--- config.mk ---
export PLATFORM = sky130hd
export DESIGN_NAME = seq_0100_moore_no_overlap
export DESIGN_NICKNAME = d
export VERILOG_FILES = /design/src/rtl/seq_0100_moore_no_overlap.sv
export SDC_FILE = /design/constraint.sdc
export NUM_CORES = 1
export LEC_CHECK = 0
export CAP_MARGIN = 5
export CELL_PAD_IN_SITES_DETAIL_PLACEMENT = 0
export CELL_PAD_IN_SITES_GLOBAL_PLACEMENT = 1
export CORE_AREA = 2 2 39 41
export CTS_CLUSTER_DIAMETER = 50
export DETAILED_ROUTE_END_ITERATION = 8
export DIE_AREA = 0 0 41 43
export PLACE_DENSITY_LB_ADDON = 0.1
export SYNTH_ARGS = -nofsm -noshare
export SYNTH_HDL_FRONTEND = slang
export SYNTH_SLANG_ARGS = --single-unit
--- constraint.sdc ---
create_clock -name clk -period 1.15 [get_ports clk]
set_clock_uncertainty 0.05 [all_clocks]
set_input_delay 0.1725 -clock clk [delete_from_list [all_inputs] [get_ports clk]]
set_output_delay 0.1725 -clock clk [all_outputs]
set_load 0.03 [all_outputs]
--- src/rtl/seq_0100_moore_no_overlap.sv ---
// Moore detector for the serial pattern 0-1-0-0, non-overlapping, 1-cycle pulse on y.
// Optional saturating match counter: define SEQ0100_MATCH_CNT_EN.
module seq_0100_moore_no_overlap (
    input  logic       clk,
    input  logic       rst_n,
    input  logic       x,
    output logic       y
`ifdef SEQ0100_MATCH_CNT_EN
    ,
    output logic [7:0] match_cnt
`endif
);

    typedef enum logic [2:0] {
        StIdle  = 3'd0,
        St0     = 3'd1,
        St01    = 3'd2,
        St010   = 3'd3,
        StMatch = 3'd4
    } state_e;

    state_e state_q, state_d;

    // rst_n is active-high despite its name
    always_ff @(posedge clk) begin
        if (rst_n) begin
            state_q <= StIdle;
        end else begin
            state_q <= state_d;
        end
    end

    always_comb begin
        state_d = StIdle;
        case (state_q)
            StIdle:  state_d = x ? StIdle : St0;
            St0:     state_d = x ? St01   : St0;
            St01:    state_d = x ? StIdle : St010;
            St010:   state_d = x ? St01   : StMatch;
            // A match restarts from scratch so no matched bit is reused
            StMatch: state_d = x ? StIdle : St0;
            default: state_d = StIdle;
        endcase
    end

    assign y = (state_q == StMatch);

`ifdef SEQ0100_MATCH_CNT_EN
    logic [7:0] cnt_q;

    // StMatch cannot follow itself, so every state_d == StMatch is a fresh entry
    always_ff @(posedge clk) begin
        if (rst_n) begin
            cnt_q <= 8'd0;
        end else if (state_d == StMatch && cnt_q != 8'hff) begin
            cnt_q <= cnt_q + 8'd1;
        end
    end

    assign match_cnt = cnt_q;
`endif

endmodule

==> reports/qor_table.md <==
| Result | This run | Unit |
|:---|:---|:---|
| Result of the run | complete, but fails checks | - |
| Failing checks | setup timing | - |
| Setup slack of the worst register-to-register path | 30 | ps |
| Final Instance Area | 243 | sq um |
| Clock period minus worst slack | 1190 | ps |
| Number of different library cells in the post-synthesis netlist | 8 | - |
| TritonCTS clock tree | yes | - |
| Normalized max-slew margin | 0.907 | - |
| Number of cell instances on the worst register-to-register path | 3 | - |
| Number of iterations in the first detailed-routing pass | 1 | - |
| ANT cells | 0 | - |
| Max FO, Critical Path | 2 | - |
| Global-route wire length before repair | 586 | um |
| Post-Syn Instances | 11 | - |
| Total met3 wirelength after detailed routing | 35 | um |
| Top flop regs | state_q (3) | - |
| Commonest cells in the netlist | sky130_fd_sc_hd__dfxtp_1 (3), sky130_fd_sc_hd__nor3_1 (2) | - |
| Top achievable clock speed | 843 | MHz |
| Final total power | 0.000322 | W |
| Vias in the first global route | 162 | - |
| Final ANT Viol Nets | 0 | - |
| Post-synthesis net count | 14 | - |
| Worst hold stages | 1 | - |
| WHS Endpoint | state_q[2]$_SDFF_PP0_ | - |
| Number of enable-type register cells in the synthesized netlist | 0 | - |
| Count of state elements after synthesis | 3 | - |
| Core area | 1380 | sq um |
| Capture instance of the worst register-to-register path | state_q[1]$_SDFF_PP0_ | - |
| Final Routed Wirelength | 316 | um |
| Worst hold path class | flip-flop to flip-flop | - |
| Reported leakage power | 0.0962 | nW |
| Cell-by-cell trace of the critical path | buf_6, nor3b_2, buf_4 | - |
| PD cells | 1330 | nW/um^2 |
| Via total after detailed routing | 133 | - |
| Final setup viols | 1 | - |
| Buf/Inv on CP | 2 | - |
| Category of the critical setup timing path | flip-flop to output pin | - |
| Detailed-routed wire length on met2 | 165 | um |
| Worst VDD drop | 0.339 | mV |
| Post-synth design cell area | 120 | sq um |
| Top-area cell type share of the netlist area | 0.500 | - |
| Top layer reached by signal wires | met3 | - |
| Arrival time reported for the critical path endpoint | 960 | ps |
| Avg Vias per Cell | 3.41 | - |
| Sequential area share after synthesis | 0.500 | - |
| Cell chosen for the clock root | sky130_fd_sc_hd__clkbuf_4 | - |
| Filler Cells Inserted | 169 | - |
| IO Pins | 4 | - |
| Startpoint class of the critical path | flip-flop | - |
| Detailed Route Iter0 Violations | 0 | - |
| Average footprint of a synthesized cell | 10.9 | sq um |
| Final routed wire length divided by cell count | 8.10 | um |
| Number of antenna violations at the first check in global routing | 0 | - |
| Total of warnings raised by yosys | 0 | - |
| Maximum clock path buffer count | 2 | - |
| Overall track demand over capacity in global routing | 0.0582 | - |
| Clock buffers created by TritonCTS | 3 | - |
| Final-report max-slew violation count | 0 | - |
| Layout area overhead | 102 | % |
| Post-route clock period utilization | 1.03 | - |
| Final Wtd Congestion | 0.555 | - |
| Tightest Pin Transition | 139 | ps |
| Placed Area | 195 | sq um |
| Max_cap viols | 0 | - |
| Maximum number of pins on one net before global-route repair | 5 | - |
| Count of nets after finishing | 27 | - |
| Residual DRC | 0 | - |
| Biggest register | state_q | - |
| Worst endpoint required time | 930 | ps |
| Number of rows created at floorplan | 14 | - |
| DP Cell Count | 33 | - |
| Timing startpoint of the critical path | state_q[0]$_SDFF_PP0_ | - |
| Total routed wire length on the met1 layer | 115 | um |
| Hold Fails Final Rpt | 0 | - |
| Most common cell in the synthesized netlist | sky130_fd_sc_hd__dfxtp_1 | - |
| DIE WIDTH | 41 | um |
| Height of the die | 43 | um |
| Worst path slowest cell | sky130_fd_sc_hd__dfxtp_2 | - |
| RSZ-0062 raised after global routing | yes | - |
| Most used DFF post-synth | sky130_fd_sc_hd__dfxtp_1 | - |
| Share of flip-flops with an asynchronous set or reset | 0 | - |
| Utilization after layout | 0.175 | - |
| Remaining global-route overflow | 0 | - |
| Initial core utilization | 0.0868 | - |
| Worst slack at placement | -144 | ps |
| Count of buffers inserted at the top-level ports | 3 | - |
| Area of the die | 1760 | sq um |
| Hold Crit Start | state_q[2]$_SDFF_PP0_ | - |
| Cell type with the largest total area after synthesis | sky130_fd_sc_hd__dfxtp_1 | - |
| Kind of cell adding the most delay to the critical path | flip-flops | - |
| Clock latency at the later pin of the worst-skew pair | 230 | ps |
| CP endpoint kind | output pin | - |
| Maximum level of the CTS H-tree | 1 | - |
| Ranking of synthesized cells by area | sky130_fd_sc_hd__dfxtp_1 (50%), sky130_fd_sc_hd__a211oi_2 (10%), sky130_fd_sc_hd__maj3_1 (8.3%) | - |
| Startpoint of the worst register-to-register path | state_q[0]$_SDFF_PP0_ | - |
| Share of cells above drive strength 1 | 0.565 | - |
| Post-route setup slack | -36.1 | ps |
| Stage delay of the slowest cell on the critical path | 310 | ps |
| Number of flip-flops under the largest register name | 3 | - |
| Total clock sinks | 3 | - |
| Number of standard cells in the layout, taps in and fillers out | 39 | - |
| Reg clk slew, reported paths | 30 | ps |
## cells in the final DEF (no fill, tap or decap)
cell type	instances
sky130_fd_sc_hd__dfxtp_2	2
sky130_fd_sc_hd__dfxtp_1	1
sky130_fd_sc_hd__clkbuf_1	1
sky130_fd_sc_hd__clkdlybuf4s50_1	2
sky130_fd_sc_hd__nand2_1	1
sky130_fd_sc_hd__or3b_1	1
sky130_fd_sc_hd__maj3_1	1
sky130_fd_sc_hd__buf_4	5
sky130_fd_sc_hd__buf_6	1
sky130_fd_sc_hd__nor3b_2	1
sky130_fd_sc_hd__clkbuf_4	3
sky130_fd_sc_hd__nor3_1	2
sky130_fd_sc_hd__a211oi_2	1
sky130_fd_sc_hd__nand3b_1	1
## layout make-up
class,instances,area (sq um),area share
tap,16,20.0,0.0825
sequential,3,62.6,0.258
clock buffer,4,26.3,0.108
timing repair buffer,8,68.8,0.284
multi-input combinational,8,65.1,0.268
## metal layers
layer,track usage,vias up
met5,0,-
met4,0.0800,0
met3,0.0471,0
met2,0.0719,4
met1,0.0449,63
li1,-,66
## report_power, final
part	leakage, nW	internal [W]	switching, W
clock network	0.0150	0.000130	0.0000507
logic	0.0559	0.0000210	0.00000998
registers	0.0253	0.000109	0.00000250
## what timing repair did
| action | CTS | global route |
|---|---|---|
| resized for setup | 2 | 1 |
| setup endpoints to repair | 1 | 2 |
| hold buffers | 0 | 0 |
| setup buffers | 2 | 0 |
| pin swaps | 2 | 1 |
## how the worst max path moves through the flow
| stage | endpoint | slack [ps] | cells past startpoint |
|---|---|---|---|
| CTS | y | -70 | 3 |
| floorplan | y | 110 | 1 |
| finish | y | -40 | 3 |
| detailed placement | state_q[1]$_SDFF_PP0_ | -140 | 3 |
| global placement | state_q[1]$_SDFF_PP0_ | -150 | 3 |
| global route | y | -80 | 3 |
## worst register-to-register path, stage by stage (launching register included)
cell,delay (ps)
sky130_fd_sc_hd__dfxtp_2,310
sky130_fd_sc_hd__buf_4,130
sky130_fd_sc_hd__or3b_1,380
sky130_fd_sc_hd__a211oi_2,170
## through the flow
step	setup TNS, ps	hold slack [ps]
2_1_floorplan	0	187
6_report	-36.1	400
3_5_place_dp	-144	442
4_1_cts	-74.3	453
3_3_place_gp	-160	464
5_1_grt	-91.1	418
## cells by family (layout without fill, tap and decap cells)
logic type      Yosys count  in the layout  synth area share
buf+inv                   0             12                 0
compound gates            1              1             0.104
fa+ha+maj                 1              1            0.0833
flops                     3              3             0.500
simple gates              6              6             0.313
(Power assumes the default switching activity.)
